<file path="src/rtl/lamp_seq_monitor.sv">
// Receive-side checker/decoder for the running-lamp bus: locks onto the one-hot sweep,
// decodes position, counts laps, flags errors. Optional ping-pong sweep: LAMP_MON_BIDIR_EN.
module lamp_seq_monitor #(
  parameter int NLAMP = 5,
  parameter int FIRST = 1,
  parameter int LAST  = 4,
  parameter int DWELL = 1,
  parameter int LAPW  = 8
) (
  input  logic             clk,
  input  logic             rset,
  input  logic [NLAMP-1:0] lamp,
  input  logic             clr_err,
  output logic [2:0]       pos,
  output logic             locked,
  output logic [LAPW-1:0]  lap_cnt,
  output logic             err,
  output logic [1:0]       err_code,
  output logic             err_flag,
  output logic             dir
);

  localparam int DW = (DWELL < 2) ? 1 : $clog2(DWELL + 1);
  localparam logic [DW-1:0] DWELL_C = DW'(DWELL);
  localparam logic [2:0] FIRST_C = 3'(FIRST);
  localparam logic [2:0] LAST_C  = 3'(LAST);

  localparam logic [0:0] IDLE  = 1'b0;
  localparam logic [0:0] TRACK = 1'b1;

  localparam logic [1:0] E_ILL   = 2'b01;
  localparam logic [1:0] E_STEP  = 2'b10;
  localparam logic [1:0] E_DWELL = 2'b11;

  logic [0:0]    state;
  logic [DW-1:0] dcnt;

  // Sample decode: index of the lit lamp and whether the pattern is a legal sweep lamp.
  logic [2:0] idx;
  logic       any_hot;
  logic       multi_hot;
  logic       legal;

  always_comb begin
    idx       = '0;
    any_hot   = 1'b0;
    multi_hot = 1'b0;
    for (int i = 0; i < NLAMP; i++) begin
      if (lamp[i]) begin
        if (any_hot) multi_hot = 1'b1;
        any_hot = 1'b1;
        idx     = 3'(i);
      end
    end
    legal = any_hot && !multi_hot && (idx >= FIRST_C) && (idx <= LAST_C);
  end

  // Next expected lamp from the registered position, plus the direction/lap effect of accepting it.
  logic [2:0] exp_pos;
  logic       nxt_dir;
  logic       lap_inc;
  logic       lock_dir;

  always_comb begin
    exp_pos  = pos + 3'd1;
    nxt_dir  = 1'b0;
    lap_inc  = 1'b0;
    lock_dir = 1'b0;
`ifdef LAMP_MON_BIDIR_EN
    if (dir) exp_pos = pos - 3'd1;
    nxt_dir = dir;
    if (exp_pos == LAST_C)       nxt_dir = 1'b1;
    else if (exp_pos == FIRST_C) nxt_dir = 1'b0;
    lap_inc  = dir && (exp_pos == FIRST_C);
    lock_dir = (idx == LAST_C);
`else
    if (pos == LAST_C) begin
      exp_pos = FIRST_C;
      lap_inc = 1'b1;
    end
`endif
  end

  // TRACK decision; dwell is checked before the step so an early change reports code 11.
  logic       ev_err;
  logic [1:0] ev_code;
  logic       ev_accept;
  logic       ev_hold;

  always_comb begin
    ev_err    = 1'b0;
    ev_code   = 2'b00;
    ev_accept = 1'b0;
    ev_hold   = 1'b0;
    if (!legal) begin
      ev_err  = 1'b1;
      ev_code = E_ILL;
    end else if (idx == pos) begin
      if (dcnt < DWELL_C) begin
        ev_hold = 1'b1;
      end else begin
        ev_err  = 1'b1;
        ev_code = E_DWELL;
      end
    end else if (dcnt < DWELL_C) begin
      ev_err  = 1'b1;
      ev_code = E_DWELL;
    end else if (idx == exp_pos) begin
      ev_accept = 1'b1;
    end else begin
      ev_err  = 1'b1;
      ev_code = E_STEP;
    end
  end

  always_ff @(posedge clk) begin
    if (rset) begin
      state    <= IDLE;
      pos      <= '0;
      dcnt     <= '0;
      lap_cnt  <= '0;
      err      <= 1'b0;
      err_code <= 2'b00;
      err_flag <= 1'b0;
      dir      <= 1'b0;
    end else begin
      err <= 1'b0;
      if (clr_err) err_flag <= 1'b0;
      case (state)
        IDLE: begin
          if (legal) begin
            state   <= TRACK;
            pos     <= idx;
            dcnt    <= DW'(1);
            lap_cnt <= '0;
            dir     <= lock_dir;
          end
        end
        TRACK: begin
          if (ev_err) begin
            // A new error overrides a same-cycle clr_err.
            state    <= IDLE;
            pos      <= '0;
            dcnt     <= '0;
            dir      <= 1'b0;
            err      <= 1'b1;
            err_code <= ev_code;
            err_flag <= 1'b1;
          end else if (ev_hold) begin
            dcnt <= dcnt + DW'(1);
          end else if (ev_accept) begin
            pos  <= idx;
            dcnt <= DW'(1);
            dir  <= nxt_dir;
            if (lap_inc) lap_cnt <= lap_cnt + LAPW'(1);
          end
        end
        default: state <= IDLE;
      endcase
    end
  end

  assign locked = (state == TRACK);

endmodule

</file>
<file path="config.mk">
export PLATFORM = sky130hd
export DESIGN_NAME = lamp_seq_monitor
export DESIGN_NICKNAME = d
export VERILOG_FILES = /design/src/rtl/lamp_seq_monitor.sv
export SDC_FILE = /design/constraint.sdc
export NUM_CORES = 1
export LEC_CHECK = 0
export BUFFER_PORTS_ARGS = -buffer_cell sky130_fd_sc_hd__clkbuf_2
export CAP_MARGIN = 10
export CORE_MARGIN = 5
export CORE_UTILIZATION = 30
export DETAILED_ROUTE_END_ITERATION = 8
export GPL_TIMING_DRIVEN = 0
export SLEW_MARGIN = 20
export SYNTH_ARGS = -nofsm -noshare
export SYNTH_HDL_FRONTEND = slang
export SYNTH_SLANG_ARGS = --single-unit
</file>
<file path="constraint.sdc">
create_clock -name clk -period 4 [get_ports clk]
set_input_delay 0.2 -clock clk [delete_from_list [all_inputs] [get_ports clk]]
set_output_delay 0.2 -clock clk [all_outputs]
set_load 0.005 [all_outputs]
</file>
---- Word-level counts from Yosys, hierarchy flattened ----
Cells that the tools add are included.
cells by class
  add/sub/neg operators ................... 3
  order comparisons ....................... 3
  equality and inequality tests ........... 11
  mux-type cells .......................... 64
  bitwise logic cells ..................... 1
  reduce and logical (&&, ||, !) cells .... 9
operator list
  kind                                                                                  count
  1-bit two-way mux                                                                     41
  8-bit two-way mux                                                                     5
  3-bit two-way mux                                                                     8
  8-bit one-hot mux with 2 select lines                                                 1
  2-bit two-way mux                                                                     5
  8-bit by 1-bit adder with 8-bit output (second input constant)                        1
  3-bit == test                                                                         2
  2-bit != test (second input constant)                                                 3
  1-bit one-hot mux with 2 select lines                                                 3
  3-bit one-hot mux with 2 select lines                                                 1
  5-bit AND reduction                                                                   1
  2-bit by 1-bit != test with 1-bit output (second input constant)                      2
  4-bit by 1-bit != test with 1-bit output (second input constant)                      1
  2-bit AND reduction                                                                   2
  3-bit by 1-bit adder with 3-bit output (second input constant)                        1
  3-bit == test (second input constant)                                                 1
  3-bit by 1-bit greater-or-equal comparator with 1-bit output (second input constant)  1
  3-bit <= comparator (second input constant)                                           1
  1-bit logical AND                                                                     3
  3-bit by 1-bit != test with 1-bit output (second input constant)                      1
  3-bit != test (second input constant)                                                 1
  3-bit AND reduction                                                                   1
  2-bit OR reduction                                                                    1
  1-bit adder (second input constant)                                                   1
  3 further kinds                                                                       3
storage, ports and cells
  flip-flop bits (word level) ............. 18
  input port bits ......................... 8
  output and inout bits ................... 17

---- Depth between registers and ports, before layout ----
  depth in word-level cells ............... 18
  depth in mapped cells ................... 11
  depth with buffers taken out ............ 9

---- Least setup slack after synthesis ----
Ideal clock, no wire load.
  kind .................................... register -> register
  start point ............................. register pos[0]
  end point ............................... register lap_cnt[3]
  library setup time ...................... 0.070 ns
  data arrival time ....................... 2.191 ns
  required time ........................... 3.930 ns
  slack ................................... 1.739 ns
  stages on the path, launching flop included .. 10
  buffers on the path ..................... 1
  clock period less this slack ............ 2.261 ns
  path through ............................ dfxtp_1 -> inv_1 -> ha_1 -> nand2b_1 -> mux2i_1 -> and4_1 -> a21oi_2 -> buf_6 -> or3_1 -> a21oi_1
on the way
  word-level cells in the longest chain between the ends .. 9
  elaborated cells on any way between the ends .. 21
  those cells by class .................... add/sub (1); eq/ne (7); mux (12); reduce/logical (1)
ends and longest elaborated chain
  element                                                                                            RTL line  source
  from (decl)                                                                                        14        output logic [2:0] pos,
  from (signal assigned)                                                                             133       pos <= idx;
  from (signal assigned)                                                                             152       pos <= idx;
  3-bit by 1-bit adder with 3-bit output / 3-bit == test (equally long branches)                     65, 77
  3-bit two-way mux                                                                                  77        if (pos == LAST_C) begin
  3-bit == test                                                                                      108       end else if (idx == exp_pos) begin
  1-bit two-way mux                                                                                  108
  1-bit two-way mux                                                                                  105       end else if (dcnt < DWELL_C) begin
  1-bit two-way mux                                                                                  98        end else if (idx == pos) begin
  1-bit two-way mux                                                                                  95        if (!legal) begin
  2-bit by 1-bit != test with 1-bit output (no source line) / 2-bit != test (equally long branches)  --
  5-bit AND reduction (no source line) (*)                                                           --
  to (signal assigned)                                                                               155       if (lap_inc) lap_cnt <= lap_cnt + LAPW'(1);
  to (decl)                                                                                          16        output logic [LAPW-1:0] lap_cnt,
Every way passes the cells marked *; elsewhere a longest branch is shown, timed or not.
A chain may end at the register's enable or synchronous reset.

---- Final worst setup path ----
  start point ............................. register pos[0]
  end point ............................... register lap_cnt[7]
Same word-level chain as after synthesis.

==> results.md <==
- Maximum number of pins on one net before global-route repair: 11
- Insertion delay of the later-clocked pin in the worst-skew pair: between 200 and 300 ps
- Antenna viol nets, final: 0
- Number of setup buffers added after CTS: 0
- Fraction of layout cells with a size suffix above 1: between 20% and 30%
- Leak Pwr: 0.4849 nW
- Measured slew at the worst slew-check pin: between 500 and 600 ps
- Setup skew after layout: roughly 6.5 ps
- RSZ-0062 raised after global routing: no
- Worst hold-check path type: input port to flip-flop
- Number of diodes: 0
- 1st-pass router iterations: 4
- Die Y: between 60 and 70 um
- Met1 routing resource usage after global routing: about an eighth
- Portion of the post-synthesis area used by sequential elements: between 30% and 40%
- GRT Util Overall: between 10% and 20%
- Hold_buf cts: 0
- CTS sink cnt: 17
- Data required, critical path: between 4000 and 5000 ps
- Wirelength per Cell: between 10 and 15 um
- Clock tree root driver cell: sky130_fd_sc_hd__clkbuf_4
- Average footprint of a synthesized cell: 8.451 um2
- Yosys synthesis warning count: 0
- Number of input and output port buffers inserted: 22
- Seq cells post-synth: 17
- Min Tclk post-route: about 2600 ps
- Met3 track demand over resource: between 3 and 4%
- Hold path startpoint: clr_err
- Final setup violation count: 0
- Placeable Area: around 3400 um2
- Max transition margin: between 60% and 70%
- Flop2flop setup slack: 1440 ps
- Vias in the first global route: 1002
- Total DRC errors in the routed layout: 0
- Net count after synthesis: 138
- Initial DRC Count: 36
- Number of nets in the finished design: 165
- Per-cell via count in the routed design: between 5 and 6
- Setup crit start: pos[0]
- CTS buffer count: 3
- Total vias in the final route: between 1000 and 1500
- FILL cells: 353
- Data arrival time of the worst path: ~2800 ps
- Power Density: around 260 nW/um2
- Max-cap viol count: 0
- Detailed placement HPWL: 1991 um
- Initial antenna violation count: 0
- Global route total overflow: 0
- Peak supply drop: about 0.11 mV
- Maximum fanout encountered on the critical timing path: 10
- Count of cells resized by post-cts repair: 0
- Syn-to-layout area delta: 18.21%
- Synthesized netlist cell count: between 100 and 150
- Die outline width: 69.58 um
- Power Total: 0.3251 mW
- Most congested layer reported by global routing: met2
- Number of library cell types mapped by synthesis: between 40 and 50
- Maximum achievable frequency: about 0.39 GHz
- H-tree levels: 1
- Kind of end point of the critical path: flip-flop
- Met2 track utilization from global routing: roughly 17%
- Period utilization: a little under two thirds
- Number of I/O pins: 25
- Setup TNS: 0 ps
- Post-synthesis cell area: approximately 1100 um2
- Total Wirelength: 2502 um
- Number of buffers between clock root and the deepest sink: 2
- Source of the worst register-to-register timing path: pos[0]
- GP Congestion: 0.8238
- TritonCTS clock tree: built
- Starting density of the core: a little under a third
- Rows: 21
- Kind of start point of the critical path: flip-flop
- Type of the setup path with the least slack: flip-flop to flip-flop
- Status: completed
- Number of hold violations in the final report: 0
- Wire length of the first global-routing pass: about 4300 um
- Max-slew violation count: 0
- Die outline area: 4841 um2
- Clock-pin slew on the worst setup and hold paths: around 100 ps
==> layout make-up <==
cell class / instances / area, um2 / area share (%)
flip-flops and latches: 17 / 340.3 / 27.04
repair buffers: 22 / 110.1 / 8.748
clock buffers: 4 / 26.28 / 2.087
well taps: 46 / 57.56 / 4.573
plain buffers: 7 / 45.04 / 3.579
inverters: 7 / 26.28 / 2.087
multi-input cells: 95 / 653.1 / 51.89
==> synthesized netlist by cell type, drive strengths merged <==
| cell type | number | share of area (%) |
|---|---|---|
| dfxtp | 17 | 32 |
| a21oi | 10 | 5.1 |
| or3 | 8 | 5.2 |
| inv | 7 | 2.5 |
| nand3 | 7 | 3.3 |
| o21ai | 7 | 3.3 |
| nor2 | 6 | 2.1 |
| nand4 | 5 | 2.9 |
| a211oi | 4 | 2.8 |
| clkbuf | 4 | 1.4 |
| ha | 4 | 4.7 |
| buf | 3 | 2.8 |
| nand2b | 3 | 1.8 |
| nor3 | 3 | 1.4 |
| o211ai | 3 | 2.1 |
| o2bb2ai | 3 | 2.5 |
| xor2 | 3 | 2.5 |
| a21o | 2 | 1.4 |
| a311oi | 2 | 1.6 |
| a31oi | 2 | 1.2 |
| and3 | 2 | 1.2 |
| and4 | 2 | 1.6 |
| nand2 | 2 | 0.71 |
| nor2b | 2 | 1.2 |
| nor4b | 2 | 1.6 |
| o31ai | 2 | 2.7 |
| a2111o | 1 | 1.1 |
| a21bo | 1 | 0.94 |
| a22o | 1 | 0.82 |
| conb | 1 | 0.35 |
| mux2i | 1 | 0.94 |
| nand4b | 1 | 0.82 |
| nor3b | 1 | 0.71 |
| o21bai | 1 | 0.71 |
| or2 | 1 | 0.59 |
| or4 | 1 | 0.71 |
| xnor2 | 1 | 0.82 |
==> final timing paths <==
| kind | end | cells after the start |
|---|---|---|
| setup / recovery | lap_cnt[7] | 9 |
| hold / removal | err_flag | 3 |
| setup reg to reg | lap_cnt[7] | 9 |
| hold reg to reg | err_flag | 2 |
==> report_power, final <==
part | leakage, nW | internal (mW) | switching, mW | total, mW
Sequential | 0.138 | 0.173 | 0.00397 | 0.177
Combinational | 0.332 | 0.0231 | 0.0323 | 0.0553
Clock | 0.0150 | 0.0388 | 0.0539 | 0.0927
==> state kept, by name, indices dropped and copies added, names as in the netlist <==
name      count
err           1
dcnt          1
err_code      2
lap_cnt       8
pos           3
err_flag      1
locked        1
==> layer usage <==
metal / vias up / share of wire, %
met3: 8 / 5.8
met2: 24 / 46
met5: - / 0
met1: 475 / 47
li1: 531 / -
met4: 0 / 2.1
==> cells by family (layout without fill, tap and decap cells) <==
| kind of cell | Yosys count | in the layout | synth area share, % |
|---|---|---|---|
| flops | 17 | 17 | 31.96 |
| buf+inv | 14 | 40 | 6.698 |
| other cells | 1 | 1 | 0.3522 |
| fa+ha+maj | 4 | 4 | 4.701 |
| mux | 1 | 1 | 0.9401 |
| xor+xnor | 4 | 4 | 3.291 |
| simple gates | 46 | 46 | 25.85 |
| compound gates | 39 | 39 | 26.20 |
==> worst max-delay path, stage by stage, from the launching register on <==
cell and delay [ps]:
sky130_fd_sc_hd__dfxtp_1 460, sky130_fd_sc_hd__inv_1 110, sky130_fd_sc_hd__ha_1 310, sky130_fd_sc_hd__nand2b_1 140
sky130_fd_sc_hd__mux2i_1 380, sky130_fd_sc_hd__and4_1 360, sky130_fd_sc_hd__a21oi_2 90, sky130_fd_sc_hd__buf_6 160
sky130_fd_sc_hd__or3_1 340, sky130_fd_sc_hd__a21oi_1 140
==> metrics by stage <==
stage               utilization, %  instances  hold WS (ps)  setup slack (ps)  instance area (um2)
global placement             36.36        194         462.6              1570                 1232
detailed placement           36.36        194         469.4              1472                 1232
finish                       37.14        198         166.4              1441                 1259
CTS                          37.14        198         163.8              1437                 1259
global route                 37.14        198         183.0              1228                 1259
floorplan                        -        126         381.8              1739                 1065
==> cell usage in the layout, fill, tap and decap left out, types with 5 or more instances in the layout <==
| cell type | instances |
|---|---|
| sky130_fd_sc_hd__o21ai_0 | 7 |
| sky130_fd_sc_hd__clkbuf_1 | 5 |
| sky130_fd_sc_hd__nand4_1 | 5 |
| sky130_fd_sc_hd__a21oi_1 | 9 |
| sky130_fd_sc_hd__nand3_1 | 7 |
| sky130_fd_sc_hd__dfxtp_1 | 17 |
| sky130_fd_sc_hd__nor2_1 | 6 |
| sky130_fd_sc_hd__clkbuf_2 | 22 |
| sky130_fd_sc_hd__inv_1 | 7 |
| sky130_fd_sc_hd__or3_1 | 7 |
No activity file was read; power rests on OpenSTA's default activity.
